File: src/rtl/serial_demux_pkg.sv
// serial_demux_pkg: shared widths, control states and index-to-bit mapping for the serial demux
package serial_demux_pkg;
    localparam int DEMUX_WIDTH = 16;
    localparam int DEMUX_IDX_W = 4;
    typedef enum logic {FILL, FULL} demux_state_e;
    function automatic int unsigned bit_pos(input int unsigned idx, input int unsigned width, input bit lsb_first);
        return lsb_first ? idx : width - 1 - idx;
    endfunction
endpackage

File: src/rtl/serial_demux_16_if.sv
// serial_demux_16_if: serial bit input, parallel word output and error flag bundle
interface serial_demux_16_if import serial_demux_pkg::*; #(
    parameter int WIDTH = DEMUX_WIDTH,
    parameter int IDX_W = DEMUX_IDX_W
);
    logic             in_bit;
    logic             in_valid;
    logic             in_sync;
    logic             in_ready;
    logic [WIDTH-1:0] out_data;
    logic             out_valid;
    logic             out_ready;
    logic [IDX_W-1:0] bit_idx;
    logic             frame_err;
    logic             err_clr;
    modport master (
        output in_bit, in_valid, in_sync, out_ready, err_clr,
        input  in_ready, out_data, out_valid, bit_idx, frame_err
    );
    modport slave (
        input  in_bit, in_valid, in_sync, out_ready, err_clr,
        output in_ready, out_data, out_valid, bit_idx, frame_err
    );
endinterface

File: src/rtl/serial_demux_16_bit_index_ctr.sv
// bit_index_ctr: wrapping index counter with enable and a resync load to 1
module bit_index_ctr import serial_demux_pkg::*; #(
    parameter int IDX_W = DEMUX_IDX_W
) (
    input  logic             clk,
    input  logic             rst_n,
    input  logic             en,
    input  logic             load1,
    output logic [IDX_W-1:0] idx
);
    logic [IDX_W-1:0] idx_d, idx_q;
    always_comb begin
        idx_d = load1 ? IDX_W'(1) : en ? idx_q + IDX_W'(1) : idx_q;
    end
    always_ff @(posedge clk or negedge rst_n) begin
        if (!rst_n) idx_q <= '0;
        else        idx_q <= idx_d;
    end
    assign idx = idx_q;
endmodule

File: src/rtl/serial_demux_16.sv
// serial_demux_16: steers accepted serial bits into a word and presents it on a valid/ready port
module serial_demux_16 import serial_demux_pkg::*; #(
    parameter int WIDTH     = DEMUX_WIDTH,
    parameter int IDX_W     = DEMUX_IDX_W,
    parameter bit LSB_FIRST = 1'b1
) (
    input logic clk,
    input logic rst_n,
    serial_demux_16_if.slave bus
);
    demux_state_e     state_q, state_d;
    logic [WIDTH-1:0] acc_q, acc_d, out_data_q, out_data_d, word;
    logic             frame_err_q, frame_err_d;
    logic [IDX_W-1:0] bit_idx, pos, pos0;
    logic             last, acc_en, resync, complete;
    assign last     = bit_idx == IDX_W'(WIDTH - 1);
    assign bus.in_ready = !(last && state_q == FULL && !bus.out_ready);
    assign acc_en   = bus.in_valid && bus.in_ready;
    // A sync mid-word restarts the frame, so it never completes a word even at the last index.
    assign resync   = acc_en && bus.in_sync && bit_idx != '0;
    assign complete = acc_en && last && !resync;
    assign pos      = IDX_W'(bit_pos(32'(bit_idx), WIDTH, LSB_FIRST));
    assign pos0     = IDX_W'(bit_pos(0, WIDTH, LSB_FIRST));
    bit_index_ctr #(.IDX_W(IDX_W)) u_ctr (
        .clk   (clk),
        .rst_n (rst_n),
        .en    (acc_en),
        .load1 (resync),
        .idx   (bit_idx)
    );
    always_comb begin
        word      = acc_q;
        word[pos] = bus.in_bit;
        acc_d     = acc_q;
        if (resync) begin
            acc_d       = '0;
            acc_d[pos0] = bus.in_bit;
        end else if (complete) begin
            acc_d = '0;
        end else if (acc_en) begin
            acc_d = word;
        end
        out_data_d  = complete ? word : out_data_q;
        state_d     = complete ? FULL : (state_q == FULL && bus.out_ready) ? FILL : state_q;
        frame_err_d = resync ? 1'b1 : bus.err_clr ? 1'b0 : frame_err_q;
    end
    always_ff @(posedge clk or negedge rst_n) begin
        if (!rst_n) begin
            state_q     <= FILL;
            acc_q       <= '0;
            out_data_q  <= '0;
            frame_err_q <= 1'b0;
        end else begin
            state_q     <= state_d;
            acc_q       <= acc_d;
            out_data_q  <= out_data_d;
            frame_err_q <= frame_err_d;
        end
    end
    assign bus.out_data  = out_data_q;
    assign bus.out_valid = state_q == FULL;
    assign bus.bit_idx   = bit_idx;
    assign bus.frame_err = frame_err_q;
endmodule

File: src/flat_wrapper.sv
// flat-port wrapper written by rule: the top's interface ports become plain ports
module serial_demux_16_flat import serial_demux_pkg::*;
#(
    parameter int WIDTH     = DEMUX_WIDTH,
    parameter int IDX_W     = DEMUX_IDX_W,
    parameter bit LSB_FIRST = 1'b1
)
  (clk, rst_n, bus_in_bit, bus_in_valid, bus_in_sync, bus_out_ready, bus_err_clr, bus_in_ready, bus_out_data, bus_out_valid, bus_bit_idx, bus_frame_err);
  serial_demux_16_if #(.WIDTH(WIDTH), .IDX_W(IDX_W)) bus_i ();
  input logic clk;
  input logic rst_n;
  input wire logic [$bits(bus_i.in_bit)-1:0] bus_in_bit;
  input wire logic [$bits(bus_i.in_valid)-1:0] bus_in_valid;
  input wire logic [$bits(bus_i.in_sync)-1:0] bus_in_sync;
  input wire logic [$bits(bus_i.out_ready)-1:0] bus_out_ready;
  input wire logic [$bits(bus_i.err_clr)-1:0] bus_err_clr;
  output wire logic [$bits(bus_i.in_ready)-1:0] bus_in_ready;
  output wire logic [$bits(bus_i.out_data)-1:0] bus_out_data;
  output wire logic [$bits(bus_i.out_valid)-1:0] bus_out_valid;
  output wire logic [$bits(bus_i.bit_idx)-1:0] bus_bit_idx;
  output wire logic [$bits(bus_i.frame_err)-1:0] bus_frame_err;
  assign bus_i.in_bit = bus_in_bit;
  assign bus_i.in_valid = bus_in_valid;
  assign bus_i.in_sync = bus_in_sync;
  assign bus_i.out_ready = bus_out_ready;
  assign bus_i.err_clr = bus_err_clr;
  assign bus_in_ready = bus_i.in_ready;
  assign bus_out_data = bus_i.out_data;
  assign bus_out_valid = bus_i.out_valid;
  assign bus_bit_idx = bus_i.bit_idx;
  assign bus_frame_err = bus_i.frame_err;
  serial_demux_16 #(.WIDTH(WIDTH), .IDX_W(IDX_W), .LSB_FIRST(LSB_FIRST)) u_core (.clk(clk), .rst_n(rst_n), .bus(bus_i));
endmodule
File: config.mk
export PLATFORM = sky130hd
export DESIGN_NAME = serial_demux_16_flat
export DESIGN_NICKNAME = d
export VERILOG_FILES = /design/src/rtl/serial_demux_pkg.sv /design/src/rtl/serial_demux_16_if.sv /design/src/rtl/serial_demux_16_bit_index_ctr.sv /design/src/rtl/serial_demux_16.sv /design/src/flat_wrapper.sv
export SDC_FILE = /design/constraint.sdc
export NUM_CORES = 1
export LEC_CHECK = 0
export CORE_MARGIN = 3
export CORE_UTILIZATION = 30
export DETAILED_ROUTE_END_ITERATION = 7
export GPL_ROUTABILITY_DRIVEN = 0
export PLACE_DENSITY = 0.49
export SLEW_MARGIN = 15
export SYNTH_ARGS = -nofsm -noshare
export SYNTH_HDL_FRONTEND = slang
export SYNTH_SLANG_ARGS = --single-unit
File: constraint.sdc
create_clock -name clk -period 5.54 [get_ports clk]
set_input_delay 1.385 -clock clk [delete_from_list [all_inputs] [get_ports clk]]
set_output_delay 1.385 -clock clk [all_outputs]
set_load 0.01 [all_outputs]
# Word-level counts from Yosys, hierarchy flattened

Cells that the tools add are included.

Add/sub/neg operators: 1
$mul: 0
Divide/modulo/power cells: 0
Magnitude comparators: 2
Equal/unequal tests: 1
Shifts and indexed selects: 0
Muxes and demuxes: 12
Bitwise operators: 0
Reductions and logical operators: 17

Operators with widths:

| operator                                                                            | number |
|---|---|
| 16-bit 2-to-1 mux                                                                   | 3 |
| 16-bit bitwise mux                                                                  | 1 |
| 1-bit logical AND                                                                   | 9 |
| 4-bit 2-to-1 mux                                                                    | 2 |
| 2-bit nonzero test                                                                  | 3 |
| 4-bit by 5-bit < comparator with 1-bit output, second input constant                | 1 |
| 1-bit 2-to-1 mux                                                                    | 5 |
| 4-bit by 1-bit adder with 4-bit output, second input constant                       | 1 |
| 1-bit demux with 4-bit select                                                       | 1 |
| 4-bit equality test, second input constant                                          | 1 |
| 4-bit by 1-bit greater-or-equal comparator with 1-bit output, second input constant | 1 |
| 4-bit nonzero test                                                                  | 1 |
| 1-bit zero test                                                                     | 3 |
| 3-bit nonzero test                                                                  | 1 |

Flip-flop bits (word level): 38
Latch bits: 0
Bits in writable memories: 0
Memory bits (read-only): 0
Input bits: 7
Output and inout bits: 23
Memories kept: 0

# Depth between registers and ports, before layout

Gate-level depths: netlist of run 1.

Word-level depth: 11
Mapped depth: 7
Mapped depth without buffers: 6

# Hierarchy

Synthesis of run 1 repeated with hierarchy kept, for this count alone.

Cells, all modules: 187
Area, all modules: 1948.1 µm²

Modules (own cells, without submodules):

| module          | times used | cells an instance | area an instance (µm²) |
|---|---|---|---|
| serial_demux_16 | 1          | 171               | 1752.9 |
| bit_index_ctr   | 1          | 16                | 195.2 |

# Worst setup path after synthesis of run 1

No wires, ideal clock.

Kind: input port to output port
Start: input port bus_out_ready
End: output port bus_in_ready
Arrival time: 1.858 ns
Required time: 4.155 ns
Path slack: 2.297 ns
Stages on the path: 2
Cell sequence: nand2b_1 -> or2_2

Cells in the longest elaborated chain, start to end: 3

Ends and longest elaborated chain:

| what              | RTL line              | source |
|---|---|---|
| from (decl)       | flat_wrapper.sv:15    | `input wire logic [$bits(bus_i.out_ready)-1:0] bus_out_ready;` |
| 1-bit zero test   | serial_demux_16.sv:17 | `assign bus.in_ready = !(last && state_q == FULL && !bus.out_ready);` |
| 1-bit logical AND | serial_demux_16.sv:17 |  |
| 1-bit zero test   | serial_demux_16.sv:17 |  |
| to (decl)         | flat_wrapper.sv:17    | `output wire logic [$bits(bus_i.in_ready)-1:0] bus_in_ready;` |

Every way passes these cells.

# Final worst setup path of run 1

Ends and elaborated chain as after synthesis.

==> impl_metrics.toml, run 1 <==
[status]
outcome = "completed"

[routing]
initialDrtViolationCount = 90
vias_per_cell = 4.70
vias = 1293
drc = 0
drtAntennaViolNets = 0
first_pass_iters = 4
routedWlPerCell_um = 13.7
wirelength_mm = 3.76

[die]
ios = 30
core_um2 = 5300
start_util_pct = 32.1
die_area_um2 = 6620
die_w_um = 81.3
die_h_um = 81.3
num_rows = 26

[finish]
multi_input_area_um2 = 714
fin_nets = 215
stdcell_area_um2 = 2140
n_fill_cell = 532
seq_area_um2 = 926
drive_above_1_share_pct = 6.83
area_delta_synth_final_pct = 25.6
stdcell_count = 275
diodes = 0

[worst_setup_path]
startpoint_type = "primary input"
reg2reg_from = "u_core.u_ctr.idx[0]"
arrival_ns = 2.75
worstPathMaxFanout = 5
cp.required_ns = 4.16
r2r_cells = 6
cp-end-kind = "primary output"
rrSetupSlack_ns = 3.34
r2r-end = "u_core.acc_q[5]"
setup.worst_path.class = "primary input to primary output"

[clocking]
clockRootBuffer = "clkbuf_8"
cts_made_buffers = 5
clock_latency_ns = 0.28
post_cts_buffers = 0
clock_sinks = 37
clk_pin_slew_ns = 0.07
ctsResizeCount = 0
cts_max_path_buffers = 2
holdBufCountCts = 0
cts_tree = "done"
h-tree-depth = 2

[timing]
finalSetupTns_ns = 0
final-max-slew-violation-count = 0
rsz0062_at_grt = "false"
hold_violations = 0
tightest_slew_ns = 0.619
final.setup_skew_ns = 0.00602
fin_crit_sh_pct = 74.7
setup_violations = 0
setup_slack_ns = 1.40
post-route-min-period_ns = 4.14
max_freq_mhz = 242
max-slew-margin-rel_pct = 58.6

[synthesis]
yosys-top-cells-count = "nand2_1 (42), dfrtp_1 (37), o21ai_0 (33)"
yosys.area.top_type_share_pct = 54.4
synthFlopType = "dfrtp_1"
synth_area_leader_cell = "dfrtp_1"
synth_edf_count = 0
synthesis.area_um2 = 1700
ys_async_sr_fraction_pct = 100
synth_cell_types = 26
synth_fp_nets = 186
ys_warn_count = 0
seq_area_frac_synth_pct = 54.4
synth.ff_latch_count = 37
syn-mean-instance-area_um2 = 9.73
synth_cells = 175
synth_most_common_cell = "nand2_1"
synth_area_leaders = "dfrtp_1 (54%), o21ai_0 (9.7%), nand2_1 (9.3%)"

[worst_hold_path]
holdPathStages = 2
hold-path-endpoint = "u_core.bus.out_data[0]"
min_path_type = "flop to flop"
hold_start = "u_core.bus.out_data[0]"

[pwr]
switching_share_pct = 32.1
combinationalPowerShare_pct = 25.8
p_total_mw = 0.690
p_leak_nw = 0.995
seqPwrFrac_pct = 48.1
power-per-cell-area_nw_per_um2 = 323
power_frac_clock_pct = 26.1
peakVddDrop_v = 0.000131
switching_power_mw = 0.221
intPower_mw = 0.469

[global_routing]
track_usage_pct = 13.0
grt_pass1_wl_mm = 6.53
grt_pass1_vias = 1340
antenna_found_initial = 0
grt_max_degree = 38
grt-ovfl-total = 0

[placed_design]
dpl_cell_area_um2 = 2060
placed_cells_incl_taps = 267
hpwl_mm = 2.58
portBuffers = 29
pre_cts_ws_ns = 1.40

[job]
maxCapViolations = 0
[worst max-delay path, stage by stage]
cell	delay, ns
clkdlybuf4s50_1	0.39
nand2b_1	0.21
or2_2	0.29
clkdlybuf4s50_1	0.47
[state kept, by name (all words and copies together) (netlist names)]
| register | cells |
|---|---|
| u_core.acc_q | 15 |
| u_core.bus.out_valid | 1 |
| u_core.bus.out_data | 16 |
| u_core.bus.frame_err | 1 |
| u_core.u_ctr.idx | 4 |
[cells by family after synthesis]
logic type | count (synthesis) | share of synthesized area [%]
buffers and inverters | 14 | 3.67
AOI/OAI and AO/OA | 42 | 13.2
DFF | 37 | 54.4
and+or+nand+nor | 62 | 16.3
adders and majority gates | 4 | 2.94
muxes | 16 | 9.48
[worst max path at each step]
stage	from	slack [ns]	to	cells after the start
after floorplan	bus_out_ready	2.30	bus_in_ready	2
after global placement	bus_out_ready	1.42	bus_in_ready	4
after detailed placement	bus_out_ready	1.40	bus_in_ready	4
after CTS	bus_out_ready	1.39	bus_in_ready	4
after global routing	bus_out_ready	1.35	bus_in_ready	4
final	bus_out_ready	1.40	bus_in_ready	4
[power groups by stage]
stage                     combinational (mW)  sequential (mW)  clock (mW)
after floorplan                        0.118            0.330           0
after global placement                 0.179            0.335           0
after detailed placement               0.181            0.338           0
after CTS                              0.182            0.332       0.190
after global routing                   0.203            0.338       0.201
final                                  0.178            0.332       0.180
[per-layer routing]
layer  vias to the layer above  track usage [%]  wire length, um
li1                        650                -                -
met1                       611             16.5             1770
met2                        28             21.0             1790
met3                         4             3.99              150
met4                         0             4.22               42
met5                         -                0                0
[cell type report]
cell class	instances	share of cell area, %
clock buffer	6	3.39
timing repair buffer	32	14.6
multi-input combinational	124	33.4
tap	70	4.10
sequential	37	43.3
inverter	4	0.702
clock inverter	2	0.468
[metrics by stage]
step,util [%],hold slack [ns]
finish,40.3,0.481
global route,40.3,0.515
CTS,40.3,0.487
detailed placement,38.8,0.470
global placement,38.8,0.462
floorplan,-,0.450
[cell usage in the layout (no fill, tap or decap), types with 2 or more instances in the layout]
| master | Yosys | final |
|---|---|---|
| a21oi_1 | 4 | 4 |
| buf_4 | 0 | 3 |
| clkbuf_8 | 0 | 5 |
| clkdlybuf4s50_1 | 0 | 29 |
| clkinv_2 | 0 | 2 |
| dfrtp_1 | 37 | 37 |
| ha_1 | 4 | 4 |
| inv_1 | 4 | 4 |
| mux2i_1 | 15 | 15 |
| nand2_1 | 42 | 42 |
| nand3_1 | 7 | 7 |
| nor2_1 | 4 | 4 |
| nor2b_1 | 2 | 2 |
| o21ai_0 | 33 | 32 |
Power figures use the tool's default switching activity.
==> run 2: changes to the inputs <==
- clock period: 5.54 -> 3.93 ns (I/O delays scaled with it)
==> impl_metrics.toml, run 2 (synthesis results as in run 1) <==
[status]
outcome = "completed"

[clocking]
holdBufCountCts = 0
cts_max_path_buffers = 2
clockRootBuffer = "clkbuf_8"
h-tree-depth = 2
clk_pin_slew_ns = 0.06
clock_latency_ns = 0.29
cts_tree = "done"
clock_sinks = 37
cts_made_buffers = 5
ctsResizeCount = 0
post_cts_buffers = 0

[worst_setup_path]
worstPathMaxFanout = 5
startpoint_type = "primary input"
worst_path_max_delay_cell = "clkdlybuf4s50_1"
setup.worst_path.class = "primary input to primary output"
r2r_cells = 6
slowest_delay_ns = 0.47
cp-end-kind = "primary output"
reg2reg_from = "u_core.u_ctr.idx[0]"
arrival_ns = 2.34
r2r-end = "u_core.acc_q[7]"
rrSetupSlack_ns = 1.69
path_cells = "clkdlybuf4s50_1 > nand2b_1 > or2_2 > clkdlybuf4s50_1"
crit_top_cell = "clkdlybuf4s50_1"
cp.required_ns = 2.95

[pwr]
p_total_mw = 0.971
combinationalPowerShare_pct = 26.0
seqPwrFrac_pct = 48.2
switching_power_mw = 0.307
power-per-cell-area_nw_per_um2 = 455
p_leak_nw = 0.990
intPower_mw = 0.664
switching_share_pct = 31.6
power_frac_clock_pct = 25.8
peakVddDrop_v = 0.000157

[routing]
vias_per_cell = 4.75
drc = 0
wirelength_mm = 3.87
drtAntennaViolNets = 0
vias = 1307
initialDrtViolationCount = 53
routedWlPerCell_um = 14.1
first_pass_iters = 4

[global_routing]
antenna_found_initial = 0
use_met3_pct = 4.32
grt_pass1_wl_mm = 6.70
grt_pass1_vias = 1357
grt-ovfl-total = 0
grt_use_met2_pct = 20.8
track_usage_pct = 13.4
busiest_layer = "met2"
use_met1_pct = 17.4
grt_max_degree = 38

[die]
start_util_pct = 32.1
num_rows = 26
die_area_um2 = 6620
ios = 30
core_um2 = 5300
die_w_um = 81.3
die_h_um = 81.3

[timing]
hold_violations = 0
finalSetupTns_ns = 0
max_freq_mhz = 301
max-slew-margin-rel_pct = 51.6
fin_hold_ws_ns = 0.479
final-max-slew-violation-count = 0
tightest_slew_ns = 0.721
post-route-min-period_ns = 3.33
setup_violations = 0
fin_crit_sh_pct = 84.7
rsz0062_at_grt = "false"
final.setup_skew_ns = 0.00666

[finish]
largest_reg_flops = 16
n_fill_cell = 540
layout_common_cells = "nand2_1 (42), dfrtp_1 (37), o21ai_0 (32), clkdlybuf4s50_1 (29), mux2i_1 (15)"
drive_above_1_share_pct = 5.85
fin_nets = 215
area_delta_synth_final_pct = 25.4
layout_commonest_cell = "nand2_1"
diodes = 0

[worst_hold_path]
hold_start = "u_core.bus.out_data[2]"
min_path_type = "flop to flop"
hold-path-endpoint = "u_core.bus.out_data[2]"
holdPathStages = 2

[job]
maxCapViolations = 0

[placed_design]
portBuffers = 29
hpwl_mm = 2.68
## run 2: power groups by stage
stage / registers (mW) / clock network [mW] / logic [mW]
3_5_place_dp: 0.476 / 0 / 0.256
3_3_place_gp: 0.473 / 0 / 0.252
4_1_cts: 0.469 / 0.264 / 0.257
6_report: 0.468 / 0.250 / 0.253
5_1_grt: 0.477 / 0.279 / 0.287
2_1_floorplan: 0.465 / 0 / 0.166
## run 2: worst max-delay path by stage
stage / from / to / slack [ns]
final: bus_out_ready / bus_in_ready / 0.60
after global placement: bus_out_ready / bus_in_ready / 0.62
after detailed placement: bus_out_ready / bus_in_ready / 0.60
after global routing: bus_out_ready / bus_in_ready / 0.55
after floorplan: bus_out_ready / bus_in_ready / 1.49
after CTS: bus_out_ready / bus_in_ready / 0.59
## run 2: routing by layer
metal	routed length [um]	up-vias	part of all wire, %
li1	-	649	-
met1	1880	625	49
met2	1770	27	46
met3	171	6	4.4
met4	51	0	1.3
met5	0	-	0
## run 2: cell type report
cell class	instances	area [um^2]	area share [%]
flip-flops and latches	37	926	43.4
multi-input cells	124	714	33.5
inverters	4	15.0	0.703
clock buffers	8	80.1	3.75
well taps	70	87.6	4.10
repair buffers	32	313	14.6
## run 2: critical path, delay by kind of cell
kind,cells,cell delay (ns)
buffers and inverters,2,0.87
AND/OR/NAND/NOR,2,0.49
## run 2: stage by stage
| stage | setup WS, ns | util, % | instances | instance area, um^2 |
|---|---|---|---|---|
| 4_1_cts | 0.591 | 40.3 | 275 | 2140 |
| 3_3_place_gp | 0.621 | 38.8 | 267 | 2060 |
| 2_1_floorplan | 1.49 | - | 175 | 1700 |
| 6_report | 0.603 | 40.3 | 275 | 2140 |
| 5_1_grt | 0.555 | 40.3 | 275 | 2140 |
| 3_5_place_dp | 0.597 | 38.8 | 267 | 2060 |
==> run 3: changes to the inputs <==
- clock period: 3.93 -> 3.45 ns (I/O delays scaled with it)
==> impl_metrics.toml, run 3 (synthesis results as in run 1) <==
[timing]
max-slew-margin-rel_pct = 38.6
fin_hold_ws_ns = 0.482
fin_crit_sh_pct = 89.4
rsz0062_at_grt = "false"
setup_violations = 0
finalSetupTns_ns = 0
hold_violations = 0
post-route-min-period_ns = 3.09
setup_slack_ns = 0.365
tightest_slew_ns = 0.918
final-max-slew-violation-count = 0
final.setup_skew_ns = 0.00203
max_freq_mhz = 324

[finish]
fin_util_pct = 40.4
area_delta_synth_final_pct = 25.8
layout_commonest_cell = "nand2_1"
drive_above_1_share_pct = 6.37
largest_reg_flops = 16
fin_nets = 215
stdcell_count = 274
diodes = 0
layout_common_cells = "nand2_1 (42), dfrtp_1 (37), o21ai_0 (32), clkdlybuf4s50_1 (29), mux2i_1 (15)"

[clocking]
ctsResizeCount = 0
cts_tree = "done"
clock_sinks = 37
clock_latency_ns = 0.28
h-tree-depth = 2
holdBufCountCts = 0
clockRootBuffer = "clkbuf_8"
clk_pin_slew_ns = 0.07
post_cts_buffers = 0
cts_made_buffers = 5
cts_max_path_buffers = 2

[pwr]
power-per-cell-area_nw_per_um2 = 521
p_leak_nw = 0.995
peakVddDrop_v = 0.000276

[global_routing]
antenna_found_initial = 0
use_met1_pct = 16.9
grt_pass1_wl_mm = 6.21
busiest_layer = "met2"
grt_max_degree = 38
use_met3_pct = 3.55
grt-ovfl-total = 0
grt_use_met2_pct = 18.6
track_usage_pct = 12.3
grt_pass1_vias = 1297

[die]
ios = 30
die_h_um = 81.3
core_um2 = 5300
num_rows = 26
start_util_pct = 32.1
die_w_um = 81.3
die_area_um2 = 6620

[worst_setup_path]
startpoint_type = "primary input"
setup.worst_path.class = "primary input to primary output"
arrival_ns = 2.22
worstPathMaxFanout = 5
cp-end-kind = "primary output"
cp.required_ns = 2.59

[routing]
initialDrtViolationCount = 103
drtAntennaViolNets = 0
drc = 0
wirelength_mm = 3.67
routedWlPerCell_um = 13.4
vias = 1306
first_pass_iters = 4
vias_per_cell = 4.77

[placed_design]
placed_cells_incl_taps = 267
pre_cts_ws_ns = 0.364
portBuffers = 29
hpwl_mm = 2.56

[worst_hold_path]
min_path_type = "flop to flop"

[job]
maxCapViolations = 0

[status]
outcome = "completed"
-- run 3: cell count changes in the layout (fill, tap and decap cells not counted), sizes merged --
cell,before,now
clkbuf,8,7
-- run 3: cell type report --
type,count,area (um^2)
clock buffer,7,86.3
tap,70,87.6
multi-input combinational,124,714
fill,538,3160
inverter,4,15.0
sequential,37,926
timing repair buffer,32,313
-- run 3: worst max-delay path, stage by stage --
cell             delay (ns)
clkdlybuf4s50_1        0.40
nand2b_1               0.20
or2_2                  0.29
clkdlybuf4s50_1        0.47
-- run 3: path summary, 6_finish.rpt --
kind,startpoint,to,slack (ns),depth (start not counted)
max in group asynchronous,rst_n,u_core.acc_q[8],2.11,2
hold / removal,u_core.acc_q[4],u_core.acc_q[4],0.48,2
setup / recovery,bus_out_ready,bus_in_ready,0.36,4
setup reg to reg,u_core.u_ctr.idx[0],u_core.bus.out_data[4],1.01,5
hold reg to reg,u_core.acc_q[4],u_core.acc_q[4],0.48,2
min in group asynchronous,rst_n,u_core.u_ctr.idx[2],1.02,2
-- run 3: stage by stage --
| stage | power, mW | instance area, um^2 |
|---|---|---|
| 5_1_grt | 1.20 | 2140 |
| 3_3_place_gp | 0.826 | 2060 |
| 4_1_cts | 1.14 | 2140 |
| 6_report | 1.12 | 2140 |
| 2_1_floorplan | 0.719 | 1700 |
| 3_5_place_dp | 0.831 | 2060 |
-- run 3: report_power, final --
group,switching [mW],leakage (nW),total (mW),internal [mW]
Clock,0.137,0.0443,0.296,0.158
Sequential,0.0564,0.505,0.537,0.480
Combinational,0.150,0.445,0.283,0.133
-- run 3: metal layers --
layer	vias up	wire, um
met4	0	40
met2	40	1610
met3	4	199
met1	619	1810
met5	-	0
li1	643	-
